<file path="src/rtl/serial_subtractor.sv">
// rtl/serial_subtractor.sv - bit-serial a-b subtractor with unsigned borrow and signed overflow flags
module serial_subtractor #(
  parameter int WIDTH = 8
) (
  input  logic             clk,
  input  logic             rst_n,
  input  logic             start,
  input  logic [WIDTH-1:0] a,
  input  logic [WIDTH-1:0] b,
  output logic             busy,
  output logic             done,
  output logic [WIDTH-1:0] diff,
  output logic             borrow_out,
  output logic             overflow
);

  // Counter is wide enough to hold WIDTH itself, so it never wraps inside an operation.
  localparam int            CW      = $clog2(WIDTH + 1);
  localparam logic [CW-1:0] LAST_IX = CW'(WIDTH - 1);
  localparam logic [CW-1:0] CNT_ONE = CW'(1);

  typedef enum logic [1:0] {
    IDLE = 2'd0,
    RUN  = 2'd1,
    DONE = 2'd2
  } stateT;

  stateT state;
  stateT stateNext;

  // Operand shift registers; the current bit pair is always at bit 0.
  logic [WIDTH-1:0] aShift;
  logic [WIDTH-1:0] bShift;

  // Result bits completed so far; the incoming difference bit is prepended
  // to form resNext, whose upper WIDTH-1 bits become the new partial result.
  logic [WIDTH-2:0] resShift;
  logic [WIDTH-1:0] resNext;

  logic          borrowReg;
  logic [CW-1:0] bitCnt;

  logic ai;
  logic bi;
  logic dBit;
  logic borrowNext;
  logic ovfNext;
  logic accept;
  logic lastBit;

  // One-bit full subtractor on the current LSB pair plus the running borrow.
  always_comb begin
    ai         = aShift[0];
    bi         = bShift[0];
    dBit       = ai ^ bi ^ borrowReg;
    borrowNext = (~ai & bi) | (~(ai ^ bi) & borrowReg);
    resNext    = {dBit, resShift};
    // On the final bit ai/bi are the operand sign bits and dBit is the result sign bit.
    ovfNext    = (ai ^ bi) & (dBit ^ ai);
    accept     = (state == IDLE) && start;
    lastBit    = (state == RUN) && (bitCnt == LAST_IX);
  end

  // State register; reset drops straight back to IDLE, aborting any operation.
  always_ff @(posedge clk or negedge rst_n) begin
    if (!rst_n) begin
      state <= IDLE;
    end else begin
      state <= stateNext;
    end
  end

  // Next-state logic: start only matters in IDLE; DONE always lasts one cycle.
  always_comb begin
    stateNext = state;
    case (state)
      IDLE: begin
        if (start) begin
          stateNext = RUN;
        end
      end
      RUN: begin
        if (bitCnt == LAST_IX) begin
          stateNext = DONE;
        end
      end
      DONE: begin
        stateNext = IDLE;
      end
      default: begin
        stateNext = IDLE;
      end
    endcase
  end

  // Status outputs are pure state decodes, so start has no path to them.
  always_comb begin
    busy = 1'b0;
    done = 1'b0;
    case (state)
      RUN:     busy = 1'b1;
      DONE:    done = 1'b1;
      default: begin
        busy = 1'b0;
        done = 1'b0;
      end
    endcase
  end

  // Operand capture and per-bit shifting; operands are sampled only on acceptance.
  always_ff @(posedge clk or negedge rst_n) begin
    if (!rst_n) begin
      aShift    <= '0;
      bShift    <= '0;
      resShift  <= '0;
      borrowReg <= 1'b0;
      bitCnt    <= '0;
    end else if (accept) begin
      aShift    <= a;
      bShift    <= b;
      resShift  <= '0;
      borrowReg <= 1'b0;
      bitCnt    <= '0;
    end else if (state == RUN) begin
      aShift    <= aShift >> 1;
      bShift    <= bShift >> 1;
      resShift  <= resNext[WIDTH-1:1];
      borrowReg <= borrowNext;
      bitCnt    <= bitCnt + CNT_ONE;
    end
  end

  // Result registers load on the edge that enters DONE and hold until the next one.
  always_ff @(posedge clk or negedge rst_n) begin
    if (!rst_n) begin
      diff       <= '0;
      borrow_out <= 1'b0;
      overflow   <= 1'b0;
    end else if (lastBit) begin
      diff       <= resNext;
      borrow_out <= borrowNext;
      overflow   <= ovfNext;
    end
  end

endmodule

</file>
<file path="config.mk">
export PLATFORM = sky130hd
export DESIGN_NAME = serial_subtractor
export DESIGN_NICKNAME = d
export VERILOG_FILES = /design/src/rtl/serial_subtractor.sv
export SDC_FILE = /design/constraint.sdc
export NUM_CORES = 1
export LEC_CHECK = 0
export CAP_MARGIN = 20
export CORE_MARGIN = 2
export CORE_UTILIZATION = 40
export DETAILED_ROUTE_END_ITERATION = 10
export HOLD_SLACK_MARGIN = 0.05
export SETUP_SLACK_MARGIN = 0.3
export SLEW_MARGIN = 20
export SYNTH_ARGS = -nofsm -noshare
export SYNTH_HDL_FRONTEND = slang
export SYNTH_SLANG_ARGS = --single-unit
</file>
<file path="constraint.sdc">
create_clock -name clk -period 4.1 [get_ports clk]
set_clock_uncertainty 0.05 [all_clocks]
set_input_delay 0.82 -clock clk [delete_from_list [all_inputs] [get_ports clk]]
set_output_delay 0.82 -clock clk [all_outputs]
set_load 0.005 [all_outputs]
</file>
## After elaboration in Yosys (flattened, before gate mapping)

Index checks and enable logic that the tools add are counted.

| word-level totals | value |
|---|---|
| input port bits | 19 |
| bits in registers | 40 |
| output and inout bits | 12 |
| word-level logic and storage cells | 44 |

| cells by class | value |
|---|---|
| reduce and logical (&&, ||, !) cells | 5 |
| bitwise operators | 9 |
| $add $sub $neg | 1 |
| equality and inequality tests | 5 |
| multiplexer cells | 15 |

Operators by type and width:

| operator | number |
|---|---|
| $mux 8 | 4 |
| $mux 7 | 2 |
| $mux 4 | 2 |
| $add 4x1->4 const B | 1 |
| $eq 4x3->1 const B | 1 |
| $mux 1 | 4 |
| $mux 2 | 2 |
| $pmux 2 s2 | 1 |
| $and 1x1->1 | 3 |
| $xor 1x1->1 | 3 |
| $eq 2x1->1 const B | 1 |
| $eq 2x2->1 const B | 1 |
| $logic_and 1x1->1 | 2 |
| $logic_not 2->1 | 1 |
| $ne 2x1->1 const B | 1 |
| $ne 2x2->1 const B | 1 |
| $not 1->1 | 2 |
| $reduce_and 2->1 | 1 |
| $reduce_bool 2->1 | 1 |
| $or 1x1->1 | 1 |

## Logic depth before layout (Yosys ltp)

| logic depth | value |
|---|---|
| depth in word-level cells | 6 |
| mapped depth | 5 |
| gate-level depth less buffers | 5 |

## Worst setup path after synthesis

Ideal clock, no wire load.

| path | value |
|---|---|
| path type | flip-flop to output port |
| from | register state[0] |
| to | output done |
| buffers on the path | 2 |
| cell stages (with the launch flop) | 4 |
| arrival time | 841 ps |
| setup slack | 2389 ps |
| required time | 3230 ps |
| cell sequence | dfrtp_1 > buf_2 > buf_2 > nor2b_1 |

| between the ends | value |
|---|---|
| cells in the longest elaborated chain, start to end | 2 |

RTL lines:

| what | line | RTL |
|---|---|---|
| start: declaration | 28 | `stateT state;` |
| start signal: assignment | 69 | `state <= stateNext;` |
| $eq 2x2->1 | 100 | `case (state)` |
| $mux 1 | 100 |  |
| end: declaration | 11 | `output logic done,` |

No other way between the ends.

## Worst setup path after layout

| path | value |
|---|---|
| from | register state[0] |
| to | output busy |

| between the ends | value |
|---|---|
| cells in the longest elaborated chain, start to end | 2 |

RTL lines:

| what | line | RTL |
|---|---|---|
| $eq 2x1->1 | 100 |  |
| $mux 1 | 100 |  |
| end: declaration | 10 | `output logic busy,` |

No other way between the ends.

==> results.rst <==
.. list-table::
   :header-rows: 1

   * - Metric
     - Value
   * - Run status
     - finished, final reports clean
   * - Post-synth top area cell
     - sky130_fd_sc_hd__dfrtp_1
   * - Core area
     - between 4000 and 5000 um2
   * - Total clock sinks
     - 40
   * - Number of warnings issued by yosys
     - 0
   * - Min Clock Period, post-route
     - between 3 and 4 ns
   * - Global-route wire length before repair
     - 5540 um
   * - Required time of the critical path
     - approximately 3.2 ns
   * - Max Transition Viols Final
     - 0
   * - Avg Vias per Cell
     - approximately 5.4
   * - Setup violators final
     - 0
   * - Clock slew at the register clock pins of the worst setup and hold paths
     - about 0.08 ns
   * - Remaining antenna violation count after routing
     - 0
   * - Final routed wire length divided by cell count
     - 14.6 um
   * - IO Port Bufs
     - 30
   * - Number of placement rows
     - 23
   * - Drt drc
     - 0
   * - Cell leakage power
     - ~0.91 nW
   * - Number of global-route vias before repair
     - 1208
   * - Non-filler cells, final
     - 220
   * - Share of the core filled with cells
     - a little over half
   * - Count leader, synth
     - sky130_fd_sc_hd__dfrtp_1
   * - Placed inst area
     - between 1500 and 2000 um2
   * - Fraction of post-synthesis cell area in the top cell type by area
     - between 50% and 60%
   * - Number of distinct library cells after synthesis
     - 24
   * - Total congestion overflow after global routing
     - 0
   * - Kind of end point of the critical path
     - output pin
   * - Crit path launch type
     - register
   * - Area of all placed cells without fillers
     - ~2100 um2
   * - Kind of critical path
     - reg -> out
   * - Total of hold buffers inserted after clock tree synthesis
     - 0
   * - List of most frequent post-synthesis cells
     - 40 x sky130_fd_sc_hd__dfrtp_1, 14 x sky130_fd_sc_hd__a22oi_1, 14 x sky130_fd_sc_hd__nand2_1, 12 x sky130_fd_sc_hd__o21ai_0, 11 x sky130_fd_sc_hd__a22o_1
   * - Total die area
     - 4710 um2
   * - Worst Setup Slack post-DPL
     - roughly 1.4 ns
   * - Number of vias in the routed layout
     - 1180
   * - Final hold violations
     - 0
   * - TritonCTS buffer count
     - 5
   * - Postcts setup bufs
     - 0
   * - Synth Register Bits
     - 40
   * - Maximum number of pins on one net before global-route repair
     - a little over 40
   * - DR iter-0 viols
     - 64
   * - Filler Cells Inserted
     - 353
   * - Syn_nets
     - about 160
   * - Insertion delay to the later sink of the worst-skew pair
     - about 0.30 ns
   * - Post-DP HPWL
     - ~2100 um
   * - Die boundary width
     - between 60 and 70 um
   * - Clock H-tree levels
     - 2
   * - Clock tree from TritonCTS
     - yes
   * - Die height
     - 68.6 um
   * - Achievable Freq
     - 327 MHz
   * - Boundary Pins
     - 31
   * - Largest fanout on the critical path
     - 22
   * - Post-Syn Instances
     - 140
   * - Layout cells sized above 1
     - 12.4%
   * - Maximum buffer depth of the clock tree
     - 2
   * - Worst Hold Slack
     - 0.439 ns
   * - Number of detailed-routing iterations run before antenna repair
     - 4
   * - Pin slew with the least headroom to its limit
     - ~0.94 ns
   * - Mean post-synth cell area
     - ~12 um2
   * - Unrepaired setup endpoints after global routing
     - no
   * - Number of instances in the placed design
     - between 200 and 250
   * - Fin nets
     - roughly 190
   * - Layout-stage area growth over the synthesis result
     - 26.1%
   * - Primary FF master, synth
     - sky130_fd_sc_hd__dfrtp_1
   * - Routed wire length
     - 3220 um
   * - Overall global routing resource usage
     - between 15 and 20%
   * - Routability-driven placement congestion ratio
     - about 0.76
   * - Post-synth EDFFs
     - 0
   * - Final critical-path setup slack
     - between 1 and 1.5 ns
   * - Total power draw
     - ~1.5 mW
   * - # resized after CTS
     - 0
   * - Critical path data arrival time
     - 2.18 ns
   * - Sequential element share of the synthesized area
     - approximately three fifths
   * - Netlist area before placement
     - approximately 1700 um2
   * - Post-route clock period utilization
     - approximately three quarters
   * - Starting density of the core
     - 41.8%
   * - Sum of negative setup slack
     - 0 ns
   * - Number of antenna violations at the first check in global routing
     - 0
   * - Diode count
     - 0
   * - Hold WC Path Type
     - reg -> reg
   * - PD cells
     - between 700 and 800 nW/um2
   * - Worst supply voltage drop on vdd
     - about 0.34 mV
   * - Worst max-slew margin expressed relative to the limit
     - between 30 and 40%
   * - Cell types with the largest area share after synthesis
     - sky130_fd_sc_hd__dfrtp_1 60%, sky130_fd_sc_hd__mux2_2 6.7%, sky130_fd_sc_hd__a22oi_1 6.3%
   * - Reported max-cap violation count
     - 0
   * - Fraction of registers with async set/reset
     - 100%
   * - Root buffer cell
     - sky130_fd_sc_hd__clkbuf_8
-- sequential cells by signal, summed over array words and instances, names as in the netlist --
register    flops
state           2
borrowReg       1
aShift          8
diff            8
borrow_out      1
bitCnt          4
bShift          8
overflow        1
resShift        7
-- placed cells by master (no fill, tap or decap), types with 2 or more instances in the layout --
| cell type | instances |
|---|---|
| sky130_fd_sc_hd__nor2_1 | 6 |
| sky130_fd_sc_hd__a22oi_1 | 14 |
| sky130_fd_sc_hd__mux2_2 | 10 |
| sky130_fd_sc_hd__dfrtp_1 | 40 |
| sky130_fd_sc_hd__a21oi_1 | 2 |
| sky130_fd_sc_hd__nand2_1 | 14 |
| sky130_fd_sc_hd__nor2b_1 | 3 |
| sky130_fd_sc_hd__clkinv_4 | 2 |
| sky130_fd_sc_hd__inv_1 | 5 |
| sky130_fd_sc_hd__o22ai_1 | 3 |
| sky130_fd_sc_hd__clkbuf_8 | 5 |
| sky130_fd_sc_hd__ha_1 | 2 |
| sky130_fd_sc_hd__o21ai_0 | 12 |
| sky130_fd_sc_hd__clkdlybuf4s50_1 | 29 |
| sky130_fd_sc_hd__a22o_1 | 11 |
-- worst paths after layout --
check / start / endpoint / slack, ns / cells past startpoint
max in group asynchronous: rst_n / bShift[4]$_DFFE_PN0P_ / 2.87 / 1
min in group asynchronous: rst_n / aShift[1]$_DFFE_PN0P_ / 0.58 / 1
max: state[0]$_DFFE_PN0P_ / busy / 1.05 / 3
max reg2reg: state[0]$_DFFE_PN0P_ / diff[0]$_DFFE_PN0P_ / 1.74 / 3
min: aShift[5]$_DFFE_PN0P_ / aShift[5]$_DFFE_PN0P_ / 0.44 / 2
min reg2reg: aShift[5]$_DFFE_PN0P_ / aShift[5]$_DFFE_PN0P_ / 0.44 / 2
-- logic make-up after synthesis --
| logic type | after synthesis | share of synthesized area [%] |
|---|---|---|
| buffers and inverters | 14 | 3.89 |
| adders and majority gates | 3 | 2.70 |
| muxes | 11 | 7.34 |
| DFF | 40 | 59.9 |
| and+or+nand+nor | 26 | 6.89 |
| AOI/OAI and AO/OA | 45 | 18.7 |
| xor gates and xnor gates | 1 | 0.524 |
-- final cells by class --
class	count	area (um2)	share of cell area, %
Tap cell	50	62.6	2.97
Sequential cell	40	1000	47.5
Multi-Input combinational cell	86	604	28.7
Inverter	5	18.8	0.891
Clock buffer	5	68.8	3.27
Timing Repair Buffer	31	303	14.4
Clock inverter	3	47.5	2.26
-- critical path, stage by stage (launching register included) --
cell and delay (ns):
sky130_fd_sc_hd__dfrtp_1 0.79, sky130_fd_sc_hd__nand2b_1 0.21, sky130_fd_sc_hd__inv_1 0.32, sky130_fd_sc_hd__clkdlybuf4s50_1 0.57
-- power breakdown --
part	internal, mW	total, mW	switching (mW)
combinational	0.283	0.484	0.201
sequential	0.549	0.673	0.124
clock	0.183	0.328	0.144
total	1.01	1.48	0.469
-- per-layer routing --
| layer | global-route usage, % | wire [um] | part of all wire [%] | vias to the layer above |
|---|---|---|---|---|
| met5 | 0 | 0 | 0 | - |
| met4 | 6.75 | 56 | 1.7 | 0 |
| met3 | 5.36 | 170 | 5.3 | 6 |
| met2 | 27.0 | 1580 | 49 | 33 |
| met1 | 19.6 | 1400 | 44 | 577 |
| li1 | - | - | - | 564 |
(Power assumes the default switching activity.)
